--- src/rtl/pc_sequencer_pkg.sv ---
// Encodings and state constants shared between the PC sequencer and the control unit.
package pc_sequencer_pkg;

  localparam logic [1:0] PC_HOLD  = 2'd0;
  localparam logic [1:0] PC_INC   = 2'd1;
  localparam logic [1:0] PC_JUMP  = 2'd2;
  localparam logic [1:0] PC_DELAY = 2'd3;

  localparam logic [1:0] BQ_NONE = 2'd0;
  localparam logic [1:0] BQ_EQ   = 2'd1;
  localparam logic [1:0] BQ_NE   = 2'd2;

  localparam logic [0:0] ST_RUN   = 1'b0;
  localparam logic [0:0] ST_DELAY = 1'b1;

  // Branch decision given the branch mode and the operand equality result.
  function automatic logic branch_taken(input logic [1:0] bq, input logic equal);
    return ((bq == BQ_EQ) && equal) || ((bq == BQ_NE) && !equal);
  endfunction

endpackage

--- src/rtl/pc_sequencer_if.sv ---
// Control-unit <-> PC-sequencer bus: PC control flags, operands and sequencer outputs.
interface pc_sequencer_if #(
  parameter int ADDR_W = 10,
  parameter int DATA_W = 32,
  parameter int DLY_W  = 16
);
  logic              interruption;
  logic [1:0]        flagPC;
  logic              flagJR;
  logic [1:0]        flagBQ;
  logic [DATA_W-1:0] opA;
  logic [DATA_W-1:0] opB;
  logic [ADDR_W-1:0] target;
  logic [DLY_W-1:0]  dly_units;
  logic              flagJB;
  logic [ADDR_W-1:0] pc;
  logic              delay_busy;

  modport master (
    output interruption, flagPC, flagJR, flagBQ, opA, opB, target, dly_units,
    input  flagJB, pc, delay_busy
  );

  modport slave (
    input  interruption, flagPC, flagJR, flagBQ, opA, opB, target, dly_units,
    output flagJB, pc, delay_busy
  );
endinterface

--- src/rtl/pc_sequencer_delay_timer.sv ---
// Prescaler plus unit counter; done pulses on the final edge of an N-unit delay.
module delay_timer
  import pc_sequencer_pkg::*;
#(
  parameter int DLY_W        = 16,
  parameter int CLK_PER_UNIT = 50000
) (
  input  logic             clock,
  input  logic             reset,
  input  logic             start,
  input  logic [DLY_W-1:0] units,
  input  logic             freeze,
  output logic             done
);

  localparam int PRE_W = (CLK_PER_UNIT > 1) ? $clog2(CLK_PER_UNIT) : 1;
  localparam logic [PRE_W-1:0] PRE_RELOAD = PRE_W'(CLK_PER_UNIT - 1);

  logic [PRE_W-1:0] pre_reg;
  logic [DLY_W-1:0] unit_reg;

  // The counter idles at zero, so done can only fire inside a started delay.
  assign done = !freeze && (unit_reg == DLY_W'(1)) && (pre_reg == '0);

  always_ff @(posedge clock) begin
    if (reset) begin
      pre_reg  <= '0;
      unit_reg <= '0;
    end else if (start) begin
      pre_reg  <= PRE_RELOAD;
      unit_reg <= units;
    end else if (!freeze && (unit_reg != '0)) begin
      if (pre_reg != '0) begin
        pre_reg <= pre_reg - PRE_W'(1);
      end else begin
        unit_reg <= unit_reg - DLY_W'(1);
        if (unit_reg != DLY_W'(1)) begin
          pre_reg <= PRE_RELOAD;
        end
      end
    end
  end

endmodule

--- src/rtl/pc_sequencer.sv ---
// Program-counter sequencer: hold/increment/jump/timed-delay FSM plus branch comparator.
module pc_sequencer
  import pc_sequencer_pkg::*;
#(
  parameter int ADDR_W       = 10,
  parameter int DATA_W       = 32,
  parameter int DLY_W        = 16,
  parameter int CLK_PER_UNIT = 50000
) (
  input  logic             clock,
  input  logic             reset,
  pc_sequencer_if.slave    bus
);

  logic [0:0]        state_reg, state_next;
  logic [ADDR_W-1:0] pc_reg, pc_next;
  logic              timer_start;
  logic              timer_done;

  assign bus.flagJB     = branch_taken(bus.flagBQ, bus.opA == bus.opB);
  assign bus.pc         = pc_reg;
  assign bus.delay_busy = (state_reg == ST_DELAY);

  // A zero-length delay degenerates to an increment and never starts the timer.
  assign timer_start = (state_reg == ST_RUN) && !bus.interruption &&
                       (bus.flagPC == PC_DELAY) && (bus.dly_units != '0);

  delay_timer #(
    .DLY_W       (DLY_W),
    .CLK_PER_UNIT(CLK_PER_UNIT)
  ) u_delay_timer (
    .clock (clock),
    .reset (reset),
    .start (timer_start),
    .units (bus.dly_units),
    .freeze(bus.interruption),
    .done  (timer_done)
  );

  always_comb begin
    pc_next    = pc_reg;
    state_next = state_reg;
    if (!bus.interruption) begin
      case (state_reg)
        ST_RUN: begin
          case (bus.flagPC)
            PC_INC:  pc_next = pc_reg + ADDR_W'(1);
            PC_JUMP: pc_next = bus.flagJR ? bus.opA[ADDR_W-1:0] : bus.target;
            PC_DELAY: begin
              if (bus.dly_units == '0) pc_next = pc_reg + ADDR_W'(1);
              else                     state_next = ST_DELAY;
            end
            default: pc_next = pc_reg;
          endcase
        end
        default: begin
          // Flags are ignored here: the DLY instruction stays on the bus while pc holds.
          if (timer_done) begin
            pc_next    = pc_reg + ADDR_W'(1);
            state_next = ST_RUN;
          end
        end
      endcase
    end
  end

  always_ff @(posedge clock) begin
    if (reset) begin
      state_reg <= ST_RUN;
      pc_reg    <= '0;
    end else begin
      state_reg <= state_next;
      pc_reg    <= pc_next;
    end
  end

endmodule

--- src/flat_wrapper.sv ---
// flat-port wrapper written by rule: the top's interface ports become plain ports
module pc_sequencer_flat import pc_sequencer_pkg::*;
#(
  parameter int ADDR_W       = 10,
  parameter int DATA_W       = 32,
  parameter int DLY_W        = 16,
  parameter int CLK_PER_UNIT = 50000
)
  (clock, reset, bus_interruption, bus_flagPC, bus_flagJR, bus_flagBQ, bus_opA, bus_opB, bus_target, bus_dly_units, bus_flagJB, bus_pc, bus_delay_busy);
  pc_sequencer_if #(.ADDR_W(ADDR_W), .DATA_W(DATA_W), .DLY_W(DLY_W)) bus_i ();
  input  logic clock;
  input  logic reset;
  input wire logic [$bits(bus_i.interruption)-1:0] bus_interruption;
  input wire logic [$bits(bus_i.flagPC)-1:0] bus_flagPC;
  input wire logic [$bits(bus_i.flagJR)-1:0] bus_flagJR;
  input wire logic [$bits(bus_i.flagBQ)-1:0] bus_flagBQ;
  input wire logic [$bits(bus_i.opA)-1:0] bus_opA;
  input wire logic [$bits(bus_i.opB)-1:0] bus_opB;
  input wire logic [$bits(bus_i.target)-1:0] bus_target;
  input wire logic [$bits(bus_i.dly_units)-1:0] bus_dly_units;
  output wire logic [$bits(bus_i.flagJB)-1:0] bus_flagJB;
  output wire logic [$bits(bus_i.pc)-1:0] bus_pc;
  output wire logic [$bits(bus_i.delay_busy)-1:0] bus_delay_busy;
  assign bus_i.interruption = bus_interruption;
  assign bus_i.flagPC = bus_flagPC;
  assign bus_i.flagJR = bus_flagJR;
  assign bus_i.flagBQ = bus_flagBQ;
  assign bus_i.opA = bus_opA;
  assign bus_i.opB = bus_opB;
  assign bus_i.target = bus_target;
  assign bus_i.dly_units = bus_dly_units;
  assign bus_flagJB = bus_i.flagJB;
  assign bus_pc = bus_i.pc;
  assign bus_delay_busy = bus_i.delay_busy;
  pc_sequencer #(.ADDR_W(ADDR_W), .DATA_W(DATA_W), .DLY_W(DLY_W), .CLK_PER_UNIT(CLK_PER_UNIT)) u_core (.clock(clock), .reset(reset), .bus(bus_i));
endmodule
--- config.mk ---
export PLATFORM = sky130hd
export DESIGN_NAME = pc_sequencer_flat
export DESIGN_NICKNAME = d
export VERILOG_FILES = /design/src/rtl/pc_sequencer_pkg.sv /design/src/rtl/pc_sequencer_if.sv /design/src/rtl/pc_sequencer_delay_timer.sv /design/src/rtl/pc_sequencer.sv /design/src/flat_wrapper.sv
export SDC_FILE = /design/constraint.sdc
export NUM_CORES = 1
export LEC_CHECK = 0
export CAP_MARGIN = 0
export CORE_MARGIN = 2
export CORE_UTILIZATION = 45
export CTS_CLUSTER_SIZE = 12
export DETAILED_ROUTE_END_ITERATION = 12
export GPL_TIMING_DRIVEN = 0
export PLACE_DENSITY = 0.82
export REMOVE_ABC_BUFFERS = 1
export SKIP_CTS_REPAIR_TIMING = 1
export SLEW_MARGIN = 20
export SYNTH_ARGS = -nofsm -noshare
export SYNTH_HDL_FRONTEND = slang
export SYNTH_SLANG_ARGS = --single-unit
--- constraint.sdc ---
create_clock -name clock -period 2.96 [get_ports clock]
set_input_delay 0.592 -clock clock [delete_from_list [all_inputs] [get_ports clock]]
set_output_delay 0.592 -clock clock [all_outputs]
set_load 0.005 [all_outputs]
Word-level counts from Yosys, hierarchy flattened:

Cells that the tools add are included.

* register bits: 43
* latch bits: 0
* memory bits (writable): 0
* ROM bits: 0
* input bits: 98
* output and inout port bits: 12
* word-level logic and storage cells: 62
* memories kept: 0

* add/subtract/negate cells: 3
* $mul: 0
* div/mod/pow operators: 0
* order comparisons: 0
* equal/unequal tests: 11
* shifts and indexed selects: 0
* mux-type cells: 16
* bitwise gates (word level): 2
* reduce and logical (&&, ||, !) cells: 25

Operators by type and width (count)
* $mux W16: 7
* $reduce_bool A16 Y1: 3
* $mux W10: 4
* $eq A32 B32 Y1: 1
* $logic_not A16 Y1: 2
* $sub A16 B1 Y16 const B: 2
* $pmux W10 S3: 1
* $eq A16 B1 Y1 const B: 1
* $ne A16 B1 Y1 const B: 1
* $add A10 B1 Y10 const B: 1
* $logic_and A1 B1 Y1: 8
* $eq A2 B2 Y1 const B: 3
* $reduce_and A2 Y1: 3
* $eq A2 B1 Y1 const B: 2
* $mux W1: 4
* $reduce_and A4 Y1: 1
* $reduce_bool A2 Y1: 2
* $reduce_bool A4 Y1: 1
* $ne A3 B2 Y1 const B: 1
* $reduce_bool A3 Y1: 1
* $logic_not A1 Y1: 2
* $ne A2 B1 Y1 const B: 1
* $ne A2 B2 Y1 const B: 1
* $not A1 Y1: 2
* other kinds (2): 2

Logic depth before layout (Yosys ltp):

Gate-level depths: netlist (run 1).

* depth in word-level cells: 6
* depth in mapped cells: 10
* gate-level depth less buffers: 8

Modules after synthesis:

A second synthesis (run 1) with hierarchy kept.

* cells, all modules: 383
* area, all modules: 3129.3 um^2

Modules (own cells, without submodules)
* delay_timer: instances 1, cells an instance 224, area an instance 1931.9 um^2, seq. area each 640.6 um^2
* pc_sequencer: instances 1, cells an instance 159, area an instance 1197.4 um^2, seq. area each 220.2 um^2

Worst setup path before layout (run 1):

Ideal clock, no wire load.

* path kind: flip-flop to flip-flop
* start point: register u_core.u_delay_timer.pre_reg[10]
* end point: register u_core.pc_reg[0], in the netlist u_core.bus.pc[0]
* setup time: 0.128 ns
* arrival time: 2.492 ns
* data required time: 2.832 ns
* path slack: 0.341 ns
* stages on the path, launching flop included: 9
* path buffers: 2
* clock period less this slack: 2.619 ns
* cells stage by stage: dfxtp_1 > buf_6 > or4_4 > or4b_4 > or3b_1 > buf_6 > mux2_4 > a221oi_1 > nor2_1

* word-level cells in the longest chain between the ends: 4

Ends and longest elaborated chain
* from (decl): RTL line pc_sequencer_delay_timer.sv:19 `logic [PRE_W-1:0] pre_reg;`
* from (signal assigned): RTL line pc_sequencer_delay_timer.sv:34 `pre_reg <= pre_reg - PRE_W'(1);`
* $logic_not A16 Y1: RTL line pc_sequencer_delay_timer.sv:23 `assign done = !freeze && (unit_reg == DLY_W'(1)) && (pre_reg == '0);`
* $logic_and A1 B1 Y1: RTL line pc_sequencer_delay_timer.sv:23
* $ne A2 B2 Y1 (no line)
* $reduce_and A4 Y1 (no line)
* to (signal assigned): RTL line pc_sequencer.sv:73 `pc_reg <= pc_next;`
* to (decl): RTL line pc_sequencer.sv:16 `logic [ADDR_W-1:0] pc_reg, pc_next;`

Every way passes these cells.
A chain may end at the register's enable or synchronous reset.

Worst setup path after layout (run 1):

* start point: input port bus_opB[30]
* end point: output port bus_flagJB

* word-level cells in the longest chain between the ends: 4
* elaborated cells on any way between the ends: 5
* those cells by class: 1 x eq/ne; 4 x reduce/logical

Ends and longest elaborated chain
* from (decl): RTL line flat_wrapper.sv:18 `input wire logic [$bits(bus_i.opB)-1:0] bus_opB;`
* $eq A32 B32 Y1 *: RTL line pc_sequencer.sv:20 `assign bus.flagJB = branch_taken(bus.flagBQ, bus.opA == bus.opB);`
* $logic_not A1 Y1: RTL line pc_sequencer_pkg.sv:18 `return ((bq == BQ_EQ) && equal) || ((bq == BQ_NE) && !equal);`
* $logic_and A1 B1 Y1: RTL line pc_sequencer_pkg.sv:18
* $logic_or A1 B1 Y1 *: RTL line pc_sequencer_pkg.sv:18
* to (decl): RTL line flat_wrapper.sv:21 `output wire logic [$bits(bus_i.flagJB)-1:0] bus_flagJB;`

Every way passes the cells marked *; elsewhere a longest branch is shown, timed or not.

==> results of run 1 <==
## layout by cell type, fill, tap and decap left out, drive strengths merged, types with 4 or more instances in the layout
master,Yosys,layout
inv,9,9
nand2b,5,5
xor2,43,43
a211oi,5,5
nor2,33,33
nand4,8,8
nor4,20,20
mux2i,9,9
nand3,14,14
nor3,15,15
dlymetal6s2s,0,4
xnor2,8,8
clkbuf,12,6
and3,7,7
o21ai,28,28
or4,6,6
clkdlybuf4s50,0,104
nand2,23,23
a22o,5,5
a21oi,22,22
dfxtp,43,43
ha,7,7
## where the power goes
part	internal, mW	switching (mW)	total (mW)
clock	0.248	0.197	0.444
sequential	0.663	0.0992	0.762
combinational	0.407	0.428	0.835
## layer usage
layer	vias up	share of wire	track usage
met5	-	0	0
met4	0	0.026	0.0765
met3	17	0.075	0.0486
met2	134	0.49	0.423
met1	1408	0.41	0.277
li1	1550	-	-
## cell families (layout without fill, tap and decap cells)
| family | Yosys count | after routing | synth area share |
|---|---|---|---|
| buffers and inverters | 25 | 125 | 0.0375 |
| AOI/OAI and AO/OA | 79 | 79 | 0.163 |
| xor gates and xnor gates | 51 | 51 | 0.150 |
| adders and majority gates | 7 | 7 | 0.0295 |
| muxes | 12 | 12 | 0.0430 |
| DFF | 43 | 43 | 0.290 |
| and+or+nand+nor | 154 | 154 | 0.287 |
## stage by stage
stage	setup WS [ns]	cell area, sq um	power [mW]	hold WS (ns)	std cells
after floorplan	0.395	2890	1.28	0.434	355
after CTS	-0.463	4180	2.03	0.467	548
after global routing	-0.0506	4230	2.18	0.486	548
final	0.0217	4230	2.04	0.473	548
after detailed placement	-0.460	4080	1.58	0.456	541
after global placement	-0.312	4080	1.55	0.445	541
## worst max-delay path, delay by kind of cell
family / cells / cell delay, ns
compound gates: 1 / 0.14
buf+inv: 2 / 0.58
xor+xnor: 1 / 0.19
simple gates: 3 / 0.84
## path summary, 6_finish.rpt
check                              startpoint                               to  slack [ns]  cells after the start
max                               bus_opB[30]                       bus_flagJB        0.02                      7
min           u_core.u_delay_timer.pre_reg[8]  u_core.u_delay_timer.pre_reg[8]        0.47                      2
max reg2reg  u_core.u_delay_timer.unit_reg[0]                 u_core.bus.pc[0]        0.17                      7
min reg2reg   u_core.u_delay_timer.pre_reg[8]  u_core.u_delay_timer.pre_reg[8]        0.47                      2
## area by class of cell
cell class / count / area, sq um
flip-flops and latches: 43 / 861
clock inverters: 1 / 30.0
well taps: 77 / 96.3
fillers: 517 / 2120
inverters: 9 / 33.8
repair buffers: 109 / 1100
clock buffers: 6 / 72.6
multi-input cells: 303 / 2040
==> reports/metrics.csv, run 1 <==
stage;metric;value;unit
status;status;complete, no violations;
clock_network;CTS H-Tree Depth;2;
clock_network;maximum buffer depth of the clock tree;2;
routing;wire per inst;16.2;microns
global_route;first-pass GRT wire length;13900;microns
worst_setup_path;Worst EP required;2.37;ns
yosys;synth warn;0;
job;Max Cap Viol;0;
routing;post-route ant nets;0;
yosys;share of the synthesized area in the top cell type;0.290;
routing;drt total wl;8860;microns
sta;Final setup viols;0;
yosys;post-synthesis cell area;2970;sq um
cells_and_area;Layout area overhead;42.4;%
yosys;top cells by area, synth;dfxtp_1, xor2_1, o21ai_0;
yosys;Netlist cell types;54;
sta;Setup TNS;0;ns
routing;via count;3109;
yosys;commonest cells in the netlist;dfxtp_1, xor2_1, nor2_1;
worst_setup_path;Worst setup SP type;primary input;
clock_network;CTS sink count;43;
cells_and_area;Util after Layout;0.666;
floorplanning;DIE WIDTH;85.2;microns
yosys;main flop type after synthesis;dfxtp_1;
cells_and_area;Nets;576;
sta;Final Skew;0.00640;ns
yosys;Avg Synthesized Cell Area;8.00;sq um
placement;Placer Congestion;0.837;
clock_network;Clock transition at path regs;0.07;ns
yosys;register area share after synthesis;0.290;
global_route;GRT Total Usage;0.235;
cells_and_area;diode count;0;
cells_and_area;layout cells sized above 1;0.0616;
clock_network;clock latency on the worst-skew pair;0.29;ns
global_route;largest net degree at the start of global routing;26;
routing;Vias/cell;5.67;
routing;drt pass-1 iters;4;
worst_setup_path;Worst EP arrival;2.35;ns
sta;final hold vios;0;
worst_setup_path;Worst setup EP type;primary output;
yosys;Yosys reg bits;43;
worst_setup_path;CP Max Fanout;2;
floorplanning;CORE AREA;6350;sq um
worst_setup_path;WS Path Type;in2out;
global_route;Overflow after GRT;0;
sta;fin crit share;0.993;
worst_setup_path;CP max-delay cell;clkdlybuf4s50_1;
floorplanning;I/O pins;110;
yosys;Syn Inst Count;371;
floorplanning;# rows;29;
yosys;number of synthesized flops with an enable pin;0;
clock_network;Root Driver;clkbuf_8;
routing;Remaining DRCs;0;
global_route;vias in the first global route;2981;
power_and_ir_drop;Worst VDD drop;0.000375;V
sta;Fmax;340;MHz
global_route;initial antenna violation count;0;
placement;IO Port Bufs;109;
placement;post-detail-place hpwl;6890;microns
sta;slew margin rel.;0.335;
clock_network;CTS tree;built;
power_and_ir_drop;P per Cell Area;483;nW/um^2
floorplanning;Die ar.;7260;sq um
routing;1st-iter DRT viols;151;
sta;worst slew pin tran;0.989;ns
sta;clock period minus worst slack;2.94;ns
power_and_ir_drop;LEAKAGE;1.58;nW
worst_setup_path;crit-path cells;clkdlybuf4s50_1 > xor2_1 > nor4_1 > nand4_1 > nor4b_2 > o21bai_1 > buf_2;
clock_network;Num CTS Buffers;5;
sta;Slew Viols, Final;0;
yosys;post-synth top area cell;dfxtp_1;
floorplanning;Initial Utilization;0.468;
yosys;Post-synth ARST share;0;
floorplanning;Die Y-Extent;85.2;microns
worst_hold_path;Tightest Hold Check Type;reg2reg;
worst_setup_path;CP peak stage delay;0.45;ns
Power figures use the tool's default switching activity.
==> inputs of run 2 (changes only) <==
--- a/config.mk
+++ b/config.mk
@@ -5,13 +5,14 @@
 export SDC_FILE = /design/constraint.sdc
 export NUM_CORES = 1
 export LEC_CHECK = 0
+export ABC_AREA = 1
 export CAP_MARGIN = 0
 export CORE_MARGIN = 2
-export CORE_UTILIZATION = 45
+export CORE_UTILIZATION = 48
 export CTS_CLUSTER_SIZE = 12
 export DETAILED_ROUTE_END_ITERATION = 12
 export GPL_TIMING_DRIVEN = 0
-export PLACE_DENSITY = 0.82
+export PLACE_DENSITY = 0.83
 export REMOVE_ABC_BUFFERS = 1
 export SKIP_CTS_REPAIR_TIMING = 1
 export SLEW_MARGIN = 20
==> reports/metrics.csv, run 2 <==
stage;metric;value;unit
global_route;GRT Total Usage;0.241;
yosys;post-synthesis cell area;3570;sq um
floorplanning;DIE WIDTH;90.3;microns
floorplanning;Initial Utilization;0.495;
floorplanning;Die Y-Extent;90.3;microns
power_and_ir_drop;sequential power share;0.264;
power_and_ir_drop;net switching power;1.71;mW
floorplanning;CORE AREA;7210;sq um
routing;via count;3966;
job;Max Cap Viol;0;
global_route;GR Layer Usage met3;0.0526;
yosys;top cells by area, synth;dfxtp_1, nand2_1, nor2_1;
sta;fin crit share;0.886;
routing;drt total wl;9740;microns
clock_network;Root Driver;clkbuf_8;
routing;Remaining DRCs;0;
power_and_ir_drop;clock share of power;0.109;
yosys;post-synth top area cell;dfxtp_1;
placement;pre-CTS WS;-0.00996;ns
placement;Placer Congestion;0.900;
sta;Final Skew;0.0105;ns
sta;worst slew pin tran;0.685;ns
worst_setup_path;WS Path Type;in2reg;
yosys;count leader, synth;nand2_1;
worst_setup_path;Worst EP required;3.19;ns
clock_network;CTS tree;built;
global_route;met2 Use GR;0.435;
clock_network;Num CTS Buffers;5;
floorplanning;Die ar.;8150;sq um
cells_and_area;Layout area overhead;34.1;%
routing;drt pass-1 iters;5;
routing;post-route ant nets;0;
cells_and_area;Util after Layout;0.664;
global_route;initial antenna violation count;0;
clock_network;maximum buffer depth of the clock tree;2;
power_and_ir_drop;switching share of power;0.490;
yosys;Syn Inst Count;583;
yosys;commonest cells in the netlist;nand2_1, nor2_1, inv_1;
yosys;Avg Synthesized Cell Area;6.13;sq um
cells_and_area;Nets;790;
clock_network;Clock transition at path regs;0.09;ns
global_route;GR peak layer;met2;
yosys;Post-synth ARST share;0;
worst_hold_path;Tightest Hold Check Type;reg2reg;
worst_setup_path;Worst setup EP type;register;
yosys;Yosys reg bits;43;
floorplanning;# rows;31;
global_route;met1 GRT Util;0.284;
sta;slew margin rel.;0.543;
cells_and_area;final-layout fill cell count;676;
cells_and_area;most frequent cells in the layout;nand2_1, clkdlybuf4s50_1, nor2_1;
sta;Setup TNS;0;ns
cells_and_area;layout cells sized above 1;0.0714;
yosys;number of synthesized flops with an enable pin;0;
sta;final hold vios;0;
power_and_ir_drop;LEAKAGE;2.08;nW
cells_and_area;diode count;0;
sta;Final WS setup;0.337;ns
power_and_ir_drop;Worst VDD drop;0.000381;V
sta;RSZ-0062 raised after global routing;false;
global_route;vias in the first global route;3750;
yosys;Netlist cell types;38;
routing;1st-iter DRT viols;168;
global_route;Overflow after GRT;0;
status;status;complete, no violations;
power_and_ir_drop;Logic pwr share;0.627;
sta;Slew Viols, Final;0;
worst_setup_path;CP Max Fanout;33;
worst_setup_path;Worst setup SP type;primary input;
routing;Vias/cell;5.05;
clock_network;clock latency on the worst-skew pair;0.31;ns
power_and_ir_drop;Pwr Total;3.48;mW
worst_setup_path;Worst EP arrival;2.85;ns
power_and_ir_drop;P per Cell Area;727;nW/um^2
sta;clock period minus worst slack;2.62;ns
clock_network;CTS H-Tree Depth;2;
yosys;main flop type after synthesis;dfxtp_1;
floorplanning;I/O pins;110;
power_and_ir_drop;P_int;1.78;mW
placement;post-detail-place hpwl;7810;microns
global_route;first-pass GRT wire length;16500;microns
clock_network;CTS sink count;43;
sta;Final setup viols;0;
yosys;synth warn;0;
sta;Fmax;381;MHz
yosys;register area share after synthesis;0.241;
cells_and_area;most common cell after layout, fill and taps aside;nand2_1;
routing;wire per inst;12.4;microns
placement;IO Port Bufs;109;
global_route;largest net degree at the start of global routing;34;
yosys;share of the synthesized area in the top cell type;0.241;
[run 2: cell count changes after synthesis, sizes merged, moves of 15 or more]
cell | before | now
nand2 | 23 | 157
xnor2 | 8 | 24
o21ai | 28 | 43
nor2 | 33 | 120
nor4 | 20 | 0
inv | 9 | 52
nand3 | 14 | 42
xor2 | 43 | 21
[run 2: area by class of cell]
cell class,count,area (sq um),share of cell area
repair buffers,109,1090,0.228
inverters,53,199,0.0415
well taps,99,124,0.0259
multi-input cells,473,2430,0.507
flip-flops and latches,43,861,0.180
clock inverters,2,12.5,0.00261
clock buffers,6,72.6,0.0151
[run 2: power groups by stage]
stage / sequential [mW] / combinational [mW] / clock (mW)
2_1_floorplan: 0.887 / 1.67 / 0
3_3_place_gp: 0.921 / 2.11 / 0
3_5_place_dp: 0.927 / 2.17 / 0
4_1_cts: 0.916 / 2.18 / 0.388
5_1_grt: 0.941 / 2.49 / 0.411
6_report: 0.919 / 2.18 / 0.380
[run 2: cells by family (layout without fill, tap and decap cells)]
family / count (synthesis) / count (layout) / share of synthesized area
AOI/OAI and AO/OA: 73 / 73 / 0.115
buffers and inverters: 67 / 170 / 0.0795
and+or+nand+nor: 348 / 348 / 0.430
DFF: 43 / 43 / 0.241
xor gates and xnor gates: 45 / 45 / 0.110
adders and majority gates: 7 / 7 / 0.0245
[run 2: critical path, cell delays in order]
cell,delay [ns]
clkdlybuf4s50_1,0.42
nor2_1,0.14
nand2_1,0.07
nor2_1,0.12
nand2_1,0.12
nand2_2,0.47
nand2_2,0.36
inv_2,0.32
nand2_1,0.08
a21oi_1,0.14
[run 2: worst paths after layout]
check	startpoint	end	slack [ns]	depth (start not counted)
setup / recovery	bus_dly_units[1]	u_core.u_delay_timer.unit_reg[14]	0.34	10
hold reg to reg	u_core.u_delay_timer.pre_reg[1]	u_core.u_delay_timer.pre_reg[1]	0.50	2
setup reg to reg	u_core.u_delay_timer.pre_reg[0]	u_core.u_delay_timer.pre_reg[14]	0.89	9
hold / removal	u_core.u_delay_timer.pre_reg[1]	u_core.u_delay_timer.pre_reg[1]	0.50	2
[run 2: stage by stage]
stage / std cells / cell area, sq um / hold slack (ns)
final: 785 / 4790 / 0.498
after global routing: 785 / 4790 / 0.518
after CTS: 785 / 4790 / 0.499
after detailed placement: 777 / 4700 / 0.486
after global placement: 777 / 4700 / 0.472
after floorplan: 569 / 3490 / 0.458
[run 2: metal layers]
layer | vias to the layer above | part of all wire
met5 | - | 0
met4 | 0 | 0.020
met3 | 16 | 0.051
met2 | 109 | 0.50
met1 | 1793 | 0.43
li1 | 2048 | -
